$ cat src/rtl/pc_ctrl_pkg.sv
// Shared types for the fetch-stage PC controller: reset vector, FSM encoding
// and the redirect-source select that the decoder also uses.
package pc_ctrl_pkg;

    localparam logic [31:0] RESET_PC_DEFAULT = 32'h0000_3000;

    typedef enum logic [1:0] {
        ST_BOOT = 2'd0,
        ST_RUN  = 2'd1,
        ST_HOLD = 2'd2
    } state_t;

    typedef enum logic [1:0] {
        SEL_SEQ = 2'd0,
        SEL_BR  = 2'd1,
        SEL_J   = 2'd2,
        SEL_JR  = 2'd3
    } tgt_sel_t;

    // jr wins over j, which wins over a taken branch.
    function automatic tgt_sel_t decode_sel(input logic is_branch, input logic br_cond,
                                            input logic is_j, input logic is_jr);
        if (is_jr)
            return SEL_JR;
        else if (is_j)
            return SEL_J;
        else if (is_branch && br_cond)
            return SEL_BR;
        else
            return SEL_SEQ;
    endfunction

endpackage

$ cat src/rtl/pc_redirect_latch.sv
// Holds a decided redirect target while the delay-slot fetch waits on the
// instruction memory, and performs the word-alignment fixup/check.
module pc_redirect_latch
    import pc_ctrl_pkg::*;
(
    input  logic        clk,
    input  logic        reset,
    input  logic        take,
    input  logic        latch_en,
    input  logic        release_en,
    input  logic [31:0] tgt_raw,
    output logic [31:0] tgt_fix,
    output logic [31:0] pend_tgt,
    output logic        pending,
    output logic        align_err
);

    logic [31:0] pend_tgt_reg;
    logic        pending_reg;
    logic        align_err_reg;

    genvar gi;
    generate
        for (gi = 0; gi < 32; gi++) begin : g_fix
            if (gi < 2) begin : g_low
                assign tgt_fix[gi] = 1'b0;
            end else begin : g_high
                assign tgt_fix[gi] = tgt_raw[gi];
            end
        end
    endgenerate

    always_ff @(posedge clk) begin
        if (reset) begin
            pend_tgt_reg  <= 32'd0;
            pending_reg   <= 1'b0;
            align_err_reg <= 1'b0;
        end else begin
            if (latch_en) begin
                pend_tgt_reg <= tgt_fix;
                pending_reg  <= 1'b1;
            end else if (release_en) begin
                pending_reg  <= 1'b0;
            end
            // Only redirects actually taken are checked; ignored ones in HOLD are not.
            if (take && (tgt_raw[1:0] != 2'b00))
                align_err_reg <= 1'b1;
        end
    end

    assign pend_tgt  = pend_tgt_reg;
    assign pending   = pending_reg;
    assign align_err = align_err_reg;

endmodule

$ cat src/rtl/pc_ctrl.sv
// Fetch-stage PC controller: owns pc_F, picks sequential/branch/jump/jr next
// PC, honours stalls and imem back-pressure, and keeps delay-slot ordering.
module pc_ctrl
    import pc_ctrl_pkg::*;
#(
    parameter logic [31:0] RESET_PC = RESET_PC_DEFAULT,
    parameter int          CNT_W    = 16
) (
    input  logic             clk,
    input  logic             reset,
    input  logic             stall_D,
    input  logic             is_branch_D,
    input  logic             br_cond_D,
    input  logic             is_j_D,
    input  logic             is_jr_D,
    input  logic [31:0]      npc_target_D,
    input  logic [31:0]      jr_target_D,
    input  logic             imem_ready,
    output logic [31:0]      pc_F,
    output logic [31:0]      pc4_F,
    output logic             fetch_valid,
    output logic             redirect_pending,
    output logic             align_err,
    output logic [CNT_W-1:0] redirect_cnt
);

    localparam logic [CNT_W-1:0] CNT_ONE = {{(CNT_W-1){1'b0}}, 1'b1};
    localparam logic [CNT_W-1:0] CNT_MAX = '1;

    state_t           state_reg;
    logic [31:0]      pc_reg;
    logic             fetch_valid_reg;
    logic [CNT_W-1:0] cnt_reg;

    tgt_sel_t    sel;
    logic        redirect_d;
    logic [31:0] tgt_raw;
    logic [31:0] tgt_fix;
    logic [31:0] pend_tgt;
    logic        accept;
    logic        take;
    logic        latch_en;
    logic        release_en;

    assign sel        = decode_sel(is_branch_D, br_cond_D, is_j_D, is_jr_D);
    assign redirect_d = !stall_D && (sel != SEL_SEQ);
    assign tgt_raw    = (sel == SEL_JR) ? jr_target_D : npc_target_D;
    assign accept     = fetch_valid_reg && imem_ready && !stall_D;

    // A redirect is only honoured in RUN; in HOLD the delay slot has not moved.
    assign take       = (state_reg == ST_RUN) && redirect_d;
    assign latch_en   = take && !accept;
    assign release_en = (state_reg == ST_HOLD) && accept;

    pc_redirect_latch u_latch (
        .clk        (clk),
        .reset      (reset),
        .take       (take),
        .latch_en   (latch_en),
        .release_en (release_en),
        .tgt_raw    (tgt_raw),
        .tgt_fix    (tgt_fix),
        .pend_tgt   (pend_tgt),
        .pending    (redirect_pending),
        .align_err  (align_err)
    );

    always_ff @(posedge clk) begin
        if (reset) begin
            state_reg       <= ST_BOOT;
            pc_reg          <= RESET_PC;
            fetch_valid_reg <= 1'b0;
            cnt_reg         <= '0;
        end else begin
            case (state_reg)
                ST_BOOT: begin
                    state_reg       <= ST_RUN;
                    fetch_valid_reg <= 1'b1;
                end
                ST_RUN: begin
                    if (take) begin
                        if (cnt_reg != CNT_MAX)
                            cnt_reg <= cnt_reg + CNT_ONE;
                        if (accept)
                            pc_reg <= tgt_fix;
                        else
                            state_reg <= ST_HOLD;
                    end else if (accept) begin
                        pc_reg <= pc_reg + 32'd4;
                    end
                end
                ST_HOLD: begin
                    if (accept) begin
                        pc_reg    <= pend_tgt;
                        state_reg <= ST_RUN;
                    end
                end
                default: begin
                    state_reg       <= ST_BOOT;
                    fetch_valid_reg <= 1'b0;
                end
            endcase
        end
    end

    assign pc_F         = pc_reg;
    assign pc4_F        = pc_reg + 32'd4;
    assign fetch_valid  = fetch_valid_reg;
    assign redirect_cnt = cnt_reg;

endmodule

$ cat config.mk
export PLATFORM = sky130hd
export DESIGN_NAME = pc_ctrl
export DESIGN_NICKNAME = d
export VERILOG_FILES = /design/src/rtl/pc_ctrl_pkg.sv /design/src/rtl/pc_redirect_latch.sv /design/src/rtl/pc_ctrl.sv
export SDC_FILE = /design/constraint.sdc
export NUM_CORES = 1
export LEC_CHECK = 0
export CAP_MARGIN = 20
export CELL_PAD_IN_SITES_DETAIL_PLACEMENT = 0
export CELL_PAD_IN_SITES_GLOBAL_PLACEMENT = 1
export CORE_MARGIN = 3
export CORE_UTILIZATION = 31
export DETAILED_ROUTE_END_ITERATION = 12
export PLACE_DENSITY = 0.8
export SYNTH_ARGS = -nofsm -noshare
export SYNTH_HDL_FRONTEND = slang
export SYNTH_SLANG_ARGS = --single-unit
$ cat constraint.sdc
create_clock -name clk -period 2 [get_ports clk]
set_input_delay 0.2 -clock clk [delete_from_list [all_inputs] [get_ports clk]]
set_output_delay 0.2 -clock clk [all_outputs]
set_load 0.01 [all_outputs]
==> summary.md, run 1 <==
The area share of and/or/nand/nor cells after synthesis was 23.9%. For this design, the sink count on the clock tree is 81. The portion of the clock cycle consumed by the worst path in the final layout was 118%; the remaining antenna violation count after routing was 0. The overall power of the completed layout is 0.00482 W, and the part of the power in the clock network is 35.6%. The standard-cell row count came out at 45. The flow ran to the end, but the final reports show violations. The worst register-to-register path ends at pc_F[25]$_SDFFE_PP0P_. The via count of the first global-routing pass is 5686, and the aggregate global routing overflow is 0.

The synthesized netlist occupies a cell area of 4970 µm². The logs give -0.369 ns for the smallest setup slack after layout and 5 for the first-pass iteration count of the detailed router. Critical path class: register to primary output.

The logs give 13500 µm for the half-perimeter wire length after detailed placement and 0.34 ns for the clock latency on the worst-skew pair. The tools report the number of buffers inserted during clock tree synthesis as 9. At the pin with the least slew margin, the transition time is 0.542 ns. The share of synthesized area occupied by flip-flops and latches is 32.6%.

For the count of cell types in the netlist, the log shows 71. The maximum number of pins on one net before global-route repair came out at 74. The run gives 7440 µm² as the cell area after placement.

The internal cell power was 0.00341 W. After clock tree synthesis, the clock-pin slew on the worst setup and hold paths is 0.06 ns. The first routing iteration left 430 violations.

The first global-routing pass estimated 29800 µm of wire. The number of diodes added for antenna fixing is 0. For the count of vias placed by the detailed router, the log shows 5747. The buffer levels on the longest clock path was 2; the detail-routed via count per cell was 5.38. Main combinational cell family by area after synthesis: simple AND/OR/NAND/NOR gates.

The analysis attributes to cell leakage a power of 3.34 nW. The adder-cell share of the synthesized area is 1.26%, and the worst path arrival time is 2.17 ns. VDD sags by at most 0.570 mV. Across all register-to-register paths, the minimum setup slack is -0.26 ns.

The run gives 0 as the synthesis warning total. In this run the worst path has a maximum fanout of 5. Measured in cells, the most critical reg-to-reg path has a length of 8. Setup repair after global routing could not meet its margin everywhere. The number of buffer cells added on primary ports came out at 150.

Per report_power, the combinational group accounts for 26.8% of the total. Once layout is done, the placed cells without fillers occupy 8330 µm². Final-report setup violation count: 23. The checks that failed: setup timing.

The tools report the worst-case headroom to the max-slew limit as 63.8%. Net switching is 29.4% of the power. Counting instances, the worst hold path has a depth of 3.

For the final database, setup skew stands at 0.00623 ns. Share of final-layout standard cells stronger than drive strength 1: 29.9%. In this run the power density over the cells is 579 nW/µm².

The worst path needs 2.37 ns of the cycle, external delays included. Measured against the total synthesized area, the mux share comes to 7.55%. In the layout the commonest cells are sky130_fd_sc_hd__clkdlybuf4s50_1, sky130_fd_sc_hd__buf_4, sky130_fd_sc_hd__nor2_1, sky130_fd_sc_hd__dfxtp_1, sky130_fd_sc_hd__nand2_1. Top metal layer carrying routed signals: met4. The die extent in y is 133 µm, and the detailed-routed wire length on met3 is 1530 µm. The required time of the critical path came out at 1.80 ns. The most instantiated flip-flop cell in the synthesis netlist was sky130_fd_sc_hd__dfxtp_1. The critical path endpoint category is a primary output.

In this run the worst setup path terminates at pc4_F[19]. For this configuration, the core starts out at a cell density of 32.2%. The sequential cell fraction of total power came out at 37.5%. Counting flops with a built-in enable in the synthesized netlist gives 0. After synthesis, the share of flip-flops with an asynchronous set or reset is 0%.

The routed design has 19400 µm of wire. In the detailed route, the total length drawn on met2 is 9460 µm. Adding up every negative setup slack in the final design gives -4.70 ns. In this run the critical register-to-register path is launched from pc_F[3]$_SDFFE_PP0P_. The post-synthesis average cell area works out to 8.08 µm².

The die covers 17600 µm². TritonCTS built the clock tree. In this run the number of H-tree levels came out at 3. The compound-gate portion of the synthesized area is 23.3%, and the met1 wire length is 8000 µm.

The most common library cell in the layout ignoring fill and taps is sky130_fd_sc_hd__clkdlybuf4s50_1. The path type of the worst min-delay path is primary input to register. Tracing the worst setup path back leads to its startpoint at pc_F[3]$_SDFFE_PP0P_. The tools report the category of the worst setup path launch point as a register. Pin placement for this block handled 155 I/O pins.

The net switching power came out at 0.00142 W. The layout-stage area growth over the synthesis result was 67.5%; the final max-slew violation count was 0. The logs give 0 for the final count of hold timing violations and 0.895 for the placer congestion estimate. The logs give 15400 µm² for the floorplan core area and 615 for the count of mapped cells out of synthesis. The count of state elements after synthesis came out at 81. The die extent in x was 133 µm. The average routed wire per standard cell is 18.2 µm, and the net count reported at finish is 929. The residual DRC count was 0; the xor-xnor portion of the synthesized cell area was 5.29%. For this run, the top clock speed supported by timing is 422 MHz. The tools report the max-cap check violation count as 0. Initial antenna violation count: 0.

For this run, the total global-route usage over all layers was measured as 21.0%. The cell chosen for the clock root is sky130_fd_sc_hd__clkbuf_16.
==> synth_stat cells (11+ instances only) <==
cell                       instances  share of area [%]
sky130_fd_sc_hd__a211oi_1         40                6.0
sky130_fd_sc_hd__a21oi_1          38                3.8
sky130_fd_sc_hd__buf_2            12                1.2
sky130_fd_sc_hd__clkbuf_1         24                1.8
sky130_fd_sc_hd__dfxtp_1          81                 33
sky130_fd_sc_hd__inv_1            11               0.83
sky130_fd_sc_hd__mux2i_1          33                6.6
sky130_fd_sc_hd__nand2_1          47                3.5
sky130_fd_sc_hd__nand3_1          19                1.9
sky130_fd_sc_hd__nand4_1          12                1.5
sky130_fd_sc_hd__nor2_1           74                5.6
sky130_fd_sc_hd__nor3_1           19                1.9
sky130_fd_sc_hd__nor4_1           11                1.4
sky130_fd_sc_hd__o21ai_0          16                1.6
sky130_fd_sc_hd__xnor2_1          18                3.2
sky130_fd_sc_hd__xor2_1           12                2.1
==> through the flow <==
stage	utilization, %	hold WS (ns)	instances	setup WS (ns)
2_1_floorplan	-	0.431	618	-0.00595
3_3_place_gp	48.2	0.459	1029	-0.371
3_5_place_dp	48.2	0.466	1029	-0.419
4_1_cts	52.2	0.355	1064	-0.337
5_1_grt	54.0	0.365	1068	-0.413
6_report	54.0	0.359	1068	-0.369
==> worst min-delay path by stage <==
stage | to | slack [ns] | start
6_report | redirect_cnt[8]$_SDFFE_PP0P_ | 0.36 | reset
5_1_grt | fetch_valid$_SDFFE_PP0N_ | 0.37 | reset
4_1_cts | redirect_cnt[8]$_SDFFE_PP0P_ | 0.35 | reset
3_5_place_dp | u_latch.align_err$_SDFFE_PP0P_ | 0.47 | u_latch.align_err$_SDFFE_PP0P_
3_3_place_gp | u_latch.align_err$_SDFFE_PP0P_ | 0.46 | u_latch.align_err$_SDFFE_PP0P_
2_1_floorplan | pc_F[29]$_SDFFE_PP0P_ | 0.43 | reset
==> per-layer routing <==
metal | track usage [%] | up-vias
met4 | 6.00 | 0
met3 | 6.27 | 38
li1 | - | 2749
met2 | 36.2 | 236
met1 | 25.2 | 2724
met5 | 0 | -
==> timing repair <==
item	in CTS	in global routing
setup buffers	17	7
cloned	2	2
endpoints found under the setup margin	40	77
hold buffers	0	0
resized for setup	137	53
pin swaps	28	34
==> final cells by class <==
type	instances	area (µm²)
sequential	81	1640
tap	211	264
fill	1435	7100
clock buffer	12	256
multi-input combinational	473	3530
inverter	11	41.3
timing repair buffer	276	2550
clock inverter	4	51.3
==> critical path, stage by stage, from the launching register on <==
cell and delay (ns):
sky130_fd_sc_hd__dfxtp_4 0.37, sky130_fd_sc_hd__buf_6 0.10, sky130_fd_sc_hd__nand3_4 0.07, sky130_fd_sc_hd__or4_4 0.56, sky130_fd_sc_hd__buf_8 0.18, sky130_fd_sc_hd__o21a_1 0.19, sky130_fd_sc_hd__or2_1 0.21, sky130_fd_sc_hd__buf_2 0.14
==> kinds of logic after synthesis <==
kind of cell,after synthesis
XOR/XNOR,30
adder cells (fa/ha/maj),5
multiplexers,37
other,1
AO/OA/AOI/OAI,165
AND/OR/NAND/NOR,232
buffers and inverters,64
flip-flops,81
==> power by group through the flow <==
| stage | Clock, W | Combinational, W | Sequential (W) |
|---|---|---|---|
| after global routing | 0.00183 | 0.00140 | 0.00182 |
| after floorplan | 0 | 0.000607 | 0.00185 |
| after detailed placement | 0 | 0.00122 | 0.00184 |
| final | 0.00172 | 0.00130 | 0.00181 |
| after global placement | 0 | 0.00120 | 0.00183 |
| after CTS | 0.00175 | 0.00123 | 0.00180 |
(Power assumes the default switching activity.)
==> run 2: changes to the inputs <==
--- a/config.mk
+++ b/config.mk
@@ -8,10 +8,11 @@
 export CAP_MARGIN = 20
 export CELL_PAD_IN_SITES_DETAIL_PLACEMENT = 0
 export CELL_PAD_IN_SITES_GLOBAL_PLACEMENT = 1
+export CORE_ASPECT_RATIO = 0.8
 export CORE_MARGIN = 3
-export CORE_UTILIZATION = 31
+export CORE_UTILIZATION = 37
 export DETAILED_ROUTE_END_ITERATION = 12
-export PLACE_DENSITY = 0.8
+export PLACE_DENSITY = 0.89
 export SYNTH_ARGS = -nofsm -noshare
 export SYNTH_HDL_FRONTEND = slang
 export SYNTH_SLANG_ARGS = --single-unit
==> constraint.sdc (replaced) <==
create_clock -name clk -period 2.85 [get_ports clk]
set_input_delay 0.285 -clock clk [delete_from_list [all_inputs] [get_ports clk]]
set_output_delay 0.285 -clock clk [all_outputs]
set_load 0.01 [all_outputs]
==> run 2 against run 1 <==
- the flow now finishes without violations
- largest power group unchanged
- setup slack gained 0.48 ns
- combinational power decreased by 43%
- hold slack better by 0.098 ns
- flip-flop and latch count is the same
- critical path depth rose by 1
- sequential power down 29%
- count of clock-buffer cells in the layout is 2 lower
- highest routed layer unchanged
- die area is 15% lower
- non-clock buffer count is 86 lower
- clock power decreased by 42%
==> summary.md, run 2 (same netlist as run 1, synthesis figures left out) <==
The run finished with clean final reports. The layer flagged by global routing as most heavily used is met2. The part of the total power dissipated in combinational logic was 24.7% (-2.1 points); the die extent in x was 136 µm (+2.2%).

The floorplan core area was 13000 µm² (-16%); the number of H-tree levels was 3 (unchanged). The tools report the final-report setup violation count as 0 (-100%). Layout-stage area growth over the synthesis result: 42.0%. The run gives 0 (unchanged) as the aggregate global routing overflow. The max-cap check violation count was 0 (unchanged); the post-placement setup slack was 0.151 ns (+0.570 ns). The die extent in y is 110 µm (-17%), and the final max-slew violation count is 0 (unchanged). The starting density of the core is 38.2% (+6.0 points), and the smallest hold slack is 0.456 ns (+0.0976 ns). The clock tree skew after final layout was 0.00560 ns (-0.000634 ns); the smallest setup slack after layout was 0.113 ns (+0.482 ns). The part of the power in the clock network was 33.0% (-2.6 points); the first-pass GRT wire length was 25200 µm (-16%). The critical path endpoint category is a primary output. The tools report the category of the worst setup path launch point as a register. The required time of the critical path is 2.57 ns (+0.77 ns), and the clock transition at the registers of the reported paths is 0.06 ns (about the same). The initial antenna violation count is 0 (unchanged).

The worst-case headroom to the max-slew limit came out at 44.4% (-19 points). The most common library cell in the layout ignoring fill and taps is sky130_fd_sc_hd__clkdlybuf4s50_1. For the total global routing track utilization, the log shows 21.4% (+0.46 points). The critical path is of the register to primary output type. The remaining antenna violation count after routing was 0 (unchanged); the top-level I/O count was 155 (unchanged). The largest incremental delay on the critical path is 0.48 ns (-0.08 ns). The signal on the critical path passes through ha_1, nand4_1, or3_4, buf_4, buf_4, or3_1, xnor2_1, clkbuf_2. The average routed wire per standard cell is 17.5 µm (-3.7%). The fraction of met3 tracks used by global routing is 5.58% (-0.69 points), and the actual slew at the worst max-slew pin is 0.834 ns (+0.292 ns). The path type of the worst min-delay path is primary input to register. Net count reported at finish: 843 (-9.3%). Cell chosen for the clock root: sky130_fd_sc_hd__clkbuf_16.

The number of sinks on the clock net is 81 (unchanged). The tools report the number of buffers inserted during clock tree synthesis as 9 (unchanged). The maximum number of pins on one net before global-route repair is 74 (unchanged), and the clock latency on the worst-skew pair is 0.33 ns (about the same). The logs give 0 (unchanged) for the final count of hold timing violations and 1630 µm² (-0.84%) for the sequential cell area. The run gives 1192 (-17%) as the number of filler cells placed in the layout. For the first-iteration detailed-routing DRC count, the log shows 370 (-14%). The global routing met1 resource utilization was 28.6% (+3.4 points); the final routed wirelength across all metal layers was 16500 µm (-15%). After layout, the minimum clock period comes to 2.74 ns. TritonCTS built the clock tree. The run gives 3130 µm² (-11%) as the total area of multi-input combinational cells. Setup repair after global routing left no endpoint under its margin. Fraction of power spent switching nets: 29.5% (+0.062 points). For this design, the slowest cell found on the critical path is sky130_fd_sc_hd__or3_4. The sequential cell fraction of total power is 42.3% (+4.8 points). The global-route track usage on met2 was 33.9% (-2.3 points); the peak clock frequency supported by timing was 365 MHz. The first-pass iteration count of the detailed router came out at 5 (unchanged). The run gives 0.267 mV (-53%) as the worst ir drop on vdd. Among the stages of the critical path, the cell type that occurs most often is sky130_fd_sc_hd__buf_4. The half-perimeter wire length after detailed placement is 11800 µm (-13%), and the share of final-layout standard cells stronger than drive strength 1 is 12.8% (-17 points).

The logs give 2.66 nW (-20%) for the leakage power total and 14900 µm² (-15%) for the overall die area. The net switching power came out at 0.000889 W (-37%). The placer congestion estimate was 0.846 (-5.5%); the worst path arrival time was 2.45 ns (+0.28 ns). The post-route setup TNS came out at 0 ns (+4.70 ns).

The run gives 2 (unchanged) as the buffer levels on the longest clock path. In the layout the commonest cells are sky130_fd_sc_hd__clkdlybuf4s50_1, sky130_fd_sc_hd__dfxtp_1, sky130_fd_sc_hd__nor2_1. The run gives 0.00213 W (-38%) as the internal cell power. The run gives 37 (-18%) as the standard-cell row count. The number of buffer cells added on primary ports is 150 (unchanged), and the residual DRC count is 0 (unchanged). The power density over the cells was 428 nW/µm² (-26%); the number of diodes added for antenna fixing was 0 (unchanged). The tools report the via count of the first global-routing pass as 4840 (-15%).

The detail-routed via count per cell is 5.60 (+4.0%), and the portion of the clock cycle consumed by the worst path in the final layout is 96.0%. Count of vias placed by the detailed router: 5274 (-8.2%). The highest fanout seen on the critical path was 6 (+1).
-- run 2: cell types whose count changed in the layout (fill, tap and decap cells not counted), moves of 7 or more --
| cell | previous run | this run |
|---|---|---|
| sky130_fd_sc_hd__buf_6 | 11 | 1 |
| sky130_fd_sc_hd__nor4_1 | 3 | 10 |
| sky130_fd_sc_hd__clkdlybuf4s50_1 | 120 | 135 |
| sky130_fd_sc_hd__buf_4 | 100 | 39 |
| sky130_fd_sc_hd__buf_12 | 11 | 0 |
| sky130_fd_sc_hd__buf_2 | 24 | 2 |
| sky130_fd_sc_hd__dfxtp_1 | 70 | 77 |
-- run 2: final timing paths --
kind	startpoint	to	slack (ns)	depth (start not counted)
max	pc_F[2]$_SDFFE_PP0P_	pc4_F[24]	0.11	8
min	reset	pc_F[13]$_SDFFE_PP1P_	0.46	3
max reg2reg	state_reg[1]$_SDFFE_PP0P_	u_latch.pend_tgt[17]$_SDFFE_PP0P_	0.53	9
min reg2reg	redirect_cnt[15]$_SDFFE_PP0P_	redirect_cnt[15]$_SDFFE_PP0P_	0.50	2
-- run 2: metal layers --
layer / part of all wire, % / up-vias
li1: - / 2566
met1: 45 / 2468
met2: 44 / 222
met3: 8.8 / 18
met4: 1.5 / 0
met5: 0 / -
-- run 2: power by group through the flow --
| stage | Combinational (W) | Sequential [W] | Clock [W] |
|---|---|---|---|
| after CTS | 0.000744 | 0.00127 | 0.00102 |
| after global routing | 0.000816 | 0.00129 | 0.00106 |
| after detailed placement | 0.000741 | 0.00130 | 0 |
| after floorplan | 0.000422 | 0.00130 | 0 |
| after global placement | 0.000727 | 0.00129 | 0 |
| final | 0.000746 | 0.00128 | 0.000997 |
-- run 2: worst max-delay path, delay by kind of cell, from the launching register on --
kind                     cells  cell delay, ns
adder cells (fa/ha/maj)      1            0.18
XOR/XNOR                     1            0.14
AND/OR/NAND/NOR              3            0.99
buffers and inverters        3            0.44
flip-flops                   1            0.36
-- run 2: final cells by class --
type                       instances  share of cell area, %
multi-input combinational        473                   44.4
timing repair buffer             190                   25.5
sequential                        81                   23.1
clock buffer                      10                   3.25
tap                              175                   3.10
inverter                          11                  0.585
clock inverter                     2                  0.142
-- run 2: timing repair --
| item | 4_1_cts | 5_1_grt |
|---|---|---|
| setup endpoints to repair | 13 | 11 |
| buffers inserted | 1 | 6 |
| pin swaps | 0 | 5 |
| hold buffers | 0 | 0 |
| resized for setup | 15 | 17 |
-- run 2: metrics by stage --
stage	total power (W)	cells	utilization [%]	instance area (µm²)
after floorplan	0.00172	618	-	4980
after global placement	0.00202	923	51.5	6700
after detailed placement	0.00204	923	51.5	6700
after CTS	0.00304	936	53.6	6970
after global routing	0.00316	942	54.2	7060
final	0.00302	942	54.2	7060
==> run 3: changes to the inputs <==
--- a/config.mk
+++ b/config.mk
@@ -10,9 +10,11 @@
 export CELL_PAD_IN_SITES_GLOBAL_PLACEMENT = 1
 export CORE_ASPECT_RATIO = 0.8
 export CORE_MARGIN = 3
-export CORE_UTILIZATION = 37
+export CORE_UTILIZATION = 50
 export DETAILED_ROUTE_END_ITERATION = 12
-export PLACE_DENSITY = 0.89
+export DONT_BUFFER_PORTS = 1
+export HOLD_SLACK_MARGIN = 0.12
+export PLACE_DENSITY = 0.88
 export SYNTH_ARGS = -nofsm -noshare
 export SYNTH_HDL_FRONTEND = slang
 export SYNTH_SLANG_ARGS = --single-unit
==> run 3 against run 2 <==
- die area decreased by 25%
- clock skew decreased by 0.00054 ns
- count of clock-buffer cells in the layout increased by 2
- maximum frequency decreased by 0.13%
- flip-flop and latch count unchanged
- register-to-register slack got worse by 0.04 ns
- combinational power decreased by 28%
- global-route usage increased by 4.3 points
- cell count decreased by 22%
- sequential share of layout area increased by 6.9 points
- critical endpoint is now pc4_F[31]
- largest cell class unchanged
==> summary.md, run 3 (same netlist as run 1, synthesis figures left out) <==
The run gives 23100 µm (-8.1%) as the first-pass GRT wire length. The number of diodes added for antenna fixing was 0 (unchanged); the flop-to-flop setup slack was 0.49 ns (-0.04 ns). STA classifies the critical path endpoint as a primary output. The max-cap check violation count came out at 0 (unchanged).

Worst path arrival time: 2.46 ns (about the same). The net count reported at finish is 674 (-20%), and the clock transition at the registers of the reported paths is 0.06 ns (about the same). The tools report the final max-slew violation count as 0 (unchanged). The number of filler cells placed in the layout was 865 (-27%); the count of vias placed by the detailed router was 4629 (-12%). Die extent in x: 117 µm (-13%). The logs give 733 (-22%) for the filler-free cell count of the finished design and 0 (-1) for the number of buffers added for setup after CTS. The part of the power in the clock network is 39.0% (+6.0 points), and the residual DRC count is 0 (unchanged).

The tools report the buffer levels on the longest clock path as 2 (unchanged). Setup repair after global routing left no endpoint under its margin. The run gives 31 (-16%) as the standard-cell row count. The share of final-layout standard cells stronger than drive strength 1 is 12.6% (-0.13 points), and the sequential cell area is 1630 µm² (about the same). The aggregate global routing overflow was 0 (unchanged); the power density over the cells was 553 nW/µm² (+29%). The time the worst path needs with I/O delays and setup was 2.74 ns (+0.00345 ns). The post-route setup TNS is 0 ns (unchanged). The worst register-to-register path begins at pc_F[13]$_SDFFE_PP1P_.

The run finished with clean final reports. The floorplan core area was 9350 µm² (-28%). The clock tree skew after final layout is 0.00505 ns (-0.000543 ns), and the leakage power total is 1.87 nW (-30%). Actual slew at the worst max-slew pin: 0.795 ns (-0.0396 ns). The library cells used most frequently in the layout, excluding fill and tap cells, are sky130_fd_sc_hd__dfxtp_1, sky130_fd_sc_hd__nor2_1, sky130_fd_sc_hd__nand2_1.

The critical path class is register to primary output. The run gives 2.57 ns (about the same) as the required time of the critical path. The overall die area is 11200 µm² (-25%), and the layout-stage area growth over the synthesis result is 9.26%. For the number of H-tree levels, the log shows 3 (unchanged).

In this design, the largest share of critical-path delay is due to simple AND/OR/NAND/NOR gates. The worst setup path is launched from a register. The via count of the first global-routing pass came out at 4306 (-11%). The first-iteration detailed-routing DRC count is 338 (-8.6%). The library cell used most frequently in the layout, excluding fill and tap cells, is sky130_fd_sc_hd__dfxtp_1. The tools report the maximum number of pins on one net before global-route repair as 70 (-5.4%). The part of the total power dissipated in combinational logic is 17.9% (-6.8 points), and the worst-case headroom to the max-slew limit is 46.9% (+2.5 points). The run gives 0 (unchanged) as the final-report setup violation count. The number of buffers inserted during clock tree synthesis is 9 (unchanged). The detail-routed via count per cell is 6.32 (+13%), and the fraction of power spent switching nets is 28.8% (-0.65 points). For the worst ir drop on vdd, the log shows 0.321 mV (+20%). The cell chosen for the clock root was sky130_fd_sc_hd__clkbuf_16.

End of the worst register-to-register path: pc_F[27]$_SDFFE_PP0P_. The number of buffer cells added on primary ports is 0 (-100%). Path type of the worst min-delay path: primary input to register.

The clock latency on the worst-skew pair is 0.34 ns (about the same). TritonCTS built the clock tree. The signal on the critical path passes through nand4_1, or4_4, nor4_2, xor2_1. The tools report the worst min-delay path startpoint as reset.

The initial antenna violation count was 0 (unchanged); the first-pass iteration count of the detailed router was 5 (unchanged). Top-level I/O count: 155 (unchanged). The starting density of the core is 53.2% (+15 points), and the number of instances in the placed design is 716 (-22%). The smallest hold slack came out at 0.194 ns (-0.262 ns). The die extent in y works out to 95.2 µm (-13%). The largest incremental delay on the critical path came out at 0.67 ns (+0.19 ns).

The logs give 0.00214 W (+0.48%) for the internal cell power and 9920 µm (-16%) for the half-perimeter wire length after detailed placement. The buffers plus inverters on the worst setup path came out at 0 (-3). The portion of the clock cycle consumed by the worst path in the final layout was 96.2% (+0.12 points); the placer congestion estimate was 0.892 (+5.4%).

The tools report the final core utilization as 58.1% (+3.9 points). The final count of hold timing violations was 0 (unchanged); the hold path depth was 2 (-1). The path with the worst hold slack has its endpoint at redirect_cnt[13]$_SDFFE_PP0P_.

The remaining antenna violation count after routing was 0 (unchanged). The total global routing track utilization was 25.7% (+4.3 points); the cell count along the critical path was 4 (-4). The highest fanout seen on the critical path works out to 14 (+8). The peak clock frequency supported by timing is 365 MHz (-0.13%). The final routed wirelength across all metal layers was 14600 µm (-12%). The logs give 43.1% (+0.8 points) for the sequential cell fraction of total power and 81 (unchanged) for the number of sinks on the clock net. The run gives 0.000866 W (-2.6%) as the net switching power. Among all stages on the critical path, the largest delay is contributed by sky130_fd_sc_hd__or4_4.

Average routed wire per standard cell: 19.9 µm (+14%). The number of cells traversed by the worst register-to-register path is 5 (-4), and the total area of multi-input combinational cells is 3110 µm² (-0.80%).
[run 3: timing repair]
item / CTS / global route
pin swaps: 0 / 0
resized for setup: 2 / 8
hold buffers: 2 / 0
setup endpoints to repair: 2 / 7
hold endpoints to repair: 69 / 0
[run 3: final cells by class]
cell class                      instances  share of cell area (%)
Multi-Input combinational cell        473                    57.2
Sequential cell                        81                    30.0
Clock buffer                           12                    4.72
Timing Repair Buffer                   21                    3.55
Tap cell                              132                    3.04
Inverter                               11                   0.760
Clock inverter                          3                   0.737
[run 3: power groups by stage]
| stage | Combinational [W] | Sequential [W] | Clock (W) |
|---|---|---|---|
| 6_report | 0.000537 | 0.00130 | 0.00117 |
| 5_1_grt | 0.000596 | 0.00131 | 0.00124 |
| 4_1_cts | 0.000535 | 0.00129 | 0.00119 |
| 3_5_place_dp | 0.000509 | 0.00132 | 0 |
| 3_3_place_gp | 0.000496 | 0.00131 | 0 |
| 2_1_floorplan | 0.000422 | 0.00130 | 0 |
[run 3: metal layers]
layer	vias to the layer above	part of all wire, %	wire length [µm]	track usage [%]
met3	15	8.7	1280	8.90
li1	2225	-	-	-
met2	188	45	6630	41.4
met1	2201	45	6570	33.5
met4	0	0.90	132	6.44
met5	-	0	0	0
[run 3: metrics by stage]
step	total power, W	setup WS [ns]	area (µm²)
5_1_grt	0.00315	0.0139	5430
3_3_place_gp	0.00181	0.403	5060
2_1_floorplan	0.00172	0.645	4980
4_1_cts	0.00301	0.0224	5410
3_5_place_dp	0.00183	0.318	5060
6_report	0.00300	0.109	5430
[run 3: how the worst max path moves through the flow]
stage	from	endpoint	slack, ns
after floorplan	pc_F[15]$_SDFFE_PP0P_	pc4_F[24]	0.64
final	pc_F[13]$_SDFFE_PP1P_	pc4_F[31]	0.11
after global placement	pc_F[3]$_SDFFE_PP0P_	pc4_F[24]	0.40
after CTS	pc_F[5]$_SDFFE_PP0P_	pc4_F[31]	0.02
after detailed placement	pc_F[3]$_SDFFE_PP0P_	pc4_F[28]	0.32
after global routing	pc_F[8]$_SDFFE_PP0P_	pc4_F[31]	0.01
==> edit 1 (settings of run 1) <==
Re-encode `state_t` (3 states) as one-hot, 3 bits wide.
--- a/src/rtl/pc_ctrl_pkg.sv
+++ b/src/rtl/pc_ctrl_pkg.sv
@@ -4,10 +4,10 @@
 
     localparam logic [31:0] RESET_PC_DEFAULT = 32'h0000_3000;
 
-    typedef enum logic [1:0] {
-        ST_BOOT = 2'd0,
-        ST_RUN  = 2'd1,
-        ST_HOLD = 2'd2
+    typedef enum logic [2:0] {
+        ST_BOOT = 3'b001,
+        ST_RUN  = 3'b010,
+        ST_HOLD = 3'b100
     } state_t;
 
     typedef enum logic [1:0] {
Check against the original RTL: same outputs for any inputs over 4 cycles, from zero or initial values and one cycle with reset high; so few cycles prove little.
==> edit 1 against run 1 <==
- the run still ends with negative setup slack left
- setup slack gained 0.091 ns
- synthesized area shrank 4.2%
- synthesized cell count shrank 5.5%
- hold slack lost 0.046 ns
- global-route usage shrank 0.096 points
- final area shrank 1.4%
- routed wire length shrank 3.4%
- sequential cell count grew 1
- count of clock-buffer cells in the layout is the same
- non-clock buffer count grew 10
- largest cell class unchanged
Power is not compared: it rests on default switching activity, and its combinational part moved more than twofold at a synthesized area within 25%.
==> edit 1: results <==
metrics = {
    "status": {
        "status": "finished, violations left",
        "failed_checks": "negative setup slack",
    },
    "timing": {
        "setup_ws_ns": -0.277,
        "setup_violations": 19,
        "finalClockSkew_ns": 0.00926,
    },
    "logic_synthesis": {
        "synth_top_area_cell": "dfxtp_1",
        "synth-seq-area-share_pct": 34.5,
        "syn_inst": 581,
        "synth_area_leaders": "dfxtp_1, a211oi_1, mux2i_1, nor2_1, xnor2_1",
        "ys_top_cells_by_count": "dfxtp_1, nor2_1, a211oi_1",
        "synth_warnings": 0,
        "synth_cell_types": 60,
    },
    "placed_design": {
        "dp.cells": 980,
        "dpl.hpwl_um": 13200,
        "dpl_cell_area_mm2": 0.00726,
        "place_congestion": 0.857,
    },
    "global_routing": {
        "antenna_found_initial": 0,
        "gr-usage-all-layers_pct": 20.9,
        "grt_pass1_vias": 5445,
        "grt_first_pass_wirelength_um": 27900,
        "grt_max_degree": 57,
    },
    "routing": {
        "vias_per_cell": 5.51,
        "drt_iter0_drc": 524,
        "drtPass1Iterations": 6,
        "totalWireLength_um": 18800,
    },
    "critical_path": {
        "arrival_ns": 2.08,
        "cp_slowest_stage_delay_ns": 0.54,
        "crit_slowest_cell": "or4_4",
        "critical_path_peak_fanout": 2,
    },
    "layout": {
        "finalNonFillerCells": 1024,
        "drive_above_1_share_pct": 31.7,
        "nets": 910,
    },
    "clock_tree": {
        "clockBufferDepth": 2,
        "cts-buffers-inserted": 9,
        "clk_latency_ns": 0.35,
    },
    "hold_path": {
        "min_path_type": "in -> reg",
    },
}
edit 1: what timing repair did:
item,in CTS,in global routing
setup endpoints to repair,29,73
pin swaps,32,31
gates cloned,0,2
setup buffers,16,17
endpoints found under the hold margin,0,0
gates resized for setup,147,58
edit 1: critical path, delay by kind of cell (launching register included):
family	cells	cell delay [ns]
flops	1	0.37
simple gates	3	0.94
xor+xnor	1	0.16
buf+inv	2	0.26
edit 1: logic make-up (layout without fill, tap and decap cells):
group                      after synthesis  count (layout)  share of synthesized area (%)
buffers and inverters                   56             312                           5.10
other                                    1               4                         0.0787
and+or+nand+nor                        214             214                           22.4
AOI/OAI and AO/OA                      145             145                           21.2
DFF                                     82              82                           34.5
adders and majority gates                2               2                          0.525
xor gates and xnor gates                42              42                           7.88
muxes                                   39              39                           8.41
edit 1: where the power goes:
part	leakage [nW]	switching (mW)	internal, mW
logic	2.51	0.255	0.317
clock network	0.148	0.691	1.03
registers	0.670	0.0383	1.67
edit 1: cell type report:
type	count	area (um2)
Inverter	11	41.3
Fill cell	1328	6540
Multi-Input combinational cell	446	3320
Tap cell	184	230
Timing Repair Buffer	286	2660
Sequential cell	82	1670
Clock buffer	12	256
Clock inverter	3	40.0
edit 1: final timing paths:
| kind | startpoint | to | slack (ns) | cells past startpoint |
|---|---|---|---|---|
| worst min-delay path | reset | redirect_cnt[9] | 0.31 | 3 |
| worst min register to register | u_latch.align_err | u_latch.align_err | 0.47 | 2 |
| worst max-delay path | pc_F[2] | pc4_F[31] | -0.28 | 6 |
| worst max register to register | pc_F[2] | pc_F[17] | 0 | 11 |
edit 1: per-stage QoR:
step	TNS (ns)	setup WS (ns)	hold slack [ns]
3_5_place_dp	-9.56	-0.413	0.465
3_3_place_gp	-7.92	-0.397	0.457
4_1_cts	-2.46	-0.323	0.318
5_1_grt	-3.49	-0.319	0.337
2_1_floorplan	0	0.000397	0.440
6_report	-2.17	-0.277	0.312
edit 1: layer usage:
metal,share of wire (%),GRT usage (%),vias to the layer above
met5,0,0,-
met4,2.5,7.70,0
met3,8.1,4.38,39
met2,47,35.5,266
met1,42,26.0,2698
li1,-,-,2638
==> edit 2 (flow settings as in run 1) <==
Without the edit above. Set the parameter `CNT_W` to 24 (it was 16).
--- a/src/rtl/pc_ctrl.sv
+++ b/src/rtl/pc_ctrl.sv
@@ -4,7 +4,7 @@
     import pc_ctrl_pkg::*;
 #(
     parameter logic [31:0] RESET_PC = RESET_PC_DEFAULT,
-    parameter int          CNT_W    = 16
+    parameter int          CNT_W    = 24
 ) (
     input  logic             clk,
     input  logic             reset,
Interface: changed (resized redirect_cnt); port bits go from 155 to 163. No check against the original RTL was run, so the function may have changed too.
==> edit 2 against run 1 <==
- the run still ends with negative setup slack left
- synthesized cell count up 1.1%
- total power is 5.0% higher
- core utilization about the same
- first-iteration DRC count is 14% lower
- setup slack better by 0.20 ns
- global-route usage shrank 1.1 points
- clock power rose by 9.9%
- final area up 4.4%
- sequential cell count up 8
- synthesized area up 4.3%
- maximum frequency grew 9.4%
- clock skew down 0.0015 ns
- routed wire length down 1.8%
==> edit 2: results <==
metrics = {
    "status": {
        "status": "finished, violations left",
        "failed_checks": "negative setup slack",
    },
    "power": {
        "switchingPower_mw": 1.46,
        "clock_power_share_pct": 37.3,
        "peakVddDrop_mv": 0.445,
        "comb_power_share_pct": 23.9,
    },
    "critical_path": {
        "cp-startpoint": "pc_F[7]",
        "crit_slowest_cell": "dfxtp_2",
        "critical_path_peak_fanout": 6,
        "rrSetupSlack_ns": -0.15,
        "reg2reg_from": "pc_F[7]",
        "r2r_end": "pc_F[29]",
    },
    "timing": {
        "finalClockSkew_ns": 0.00474,
        "fin_setup_tns_ns": -2.05,
        "setup_violations": 23,
        "setup_ws_ns": -0.164,
    },
    "logic_synthesis": {
        "syn_inst": 622,
        "synth-seq-area-share_pct": 34.4,
        "synth_compound_area_share_pct": 22.3,
        "synth-adder-area-share_pct": 1.21,
    },
    "global_routing": {
        "met2_usage_pct": 34.0,
        "grt_first_pass_wirelength_um": 29300,
        "grt_pass1_vias": 5695,
        "gr-usage-met1_pct": 24.3,
        "gr-usage-all-layers_pct": 19.8,
        "grtUsageMet3_pct": 5.87,
    },
    "placed_design": {
        "io_buffers": 158,
        "dpl_cell_area_mm2": 0.00783,
    },
    "routing": {
        "drt_iter0_drc": 369,
        "met3_length_um": 1400,
        "dr_wl_met2_um": 9510,
        "totalWireLength_um": 19100,
        "vias": 5907,
    },
    "hold_path": {
        "hold-path-cell-count": 2,
        "hold-path-endpoint": "u_latch.pend_tgt[24]",
    },
}
[edit 2: cell types whose count changed in the layout (fill, tap and decap cells not counted), sizes merged, moves of 8 or more]
cell / delta
nor4: -10
dfxtp: +8
nor3: -12
a21oi: +10
nand2: -17
buf: +36
a31oi: -8
clkdlybuf4s50: +8
[edit 2: timing repair]
action                                 4_1_cts  5_1_grt
endpoints found under the hold margin        0        0
setup endpoints to repair                   35       36
setup buffers                               26       13
pin swaps                                   30       25
resized for setup                          136       45
[edit 2: worst reg2reg max path, stage by stage (launching register included)]
cell	delay, ns
dfxtp_2	0.35
nand4_4	0.13
buf_6	0.16
nor4_4	0.30
buf_6	0.18
buf_12	0.12
nand4_4	0.11
buf_4	0.16
or4_4	0.50
o211ai_2	0.08
[edit 2: final cells by class]
cell class	instances	area, um2
clock buffers	9	225
clock inverters	7	104
fillers	1429	7420
inverters	13	48.8
multi-input cells	475	3460
flip-flops and latches	89	1800
well taps	216	270
repair buffers	319	2790
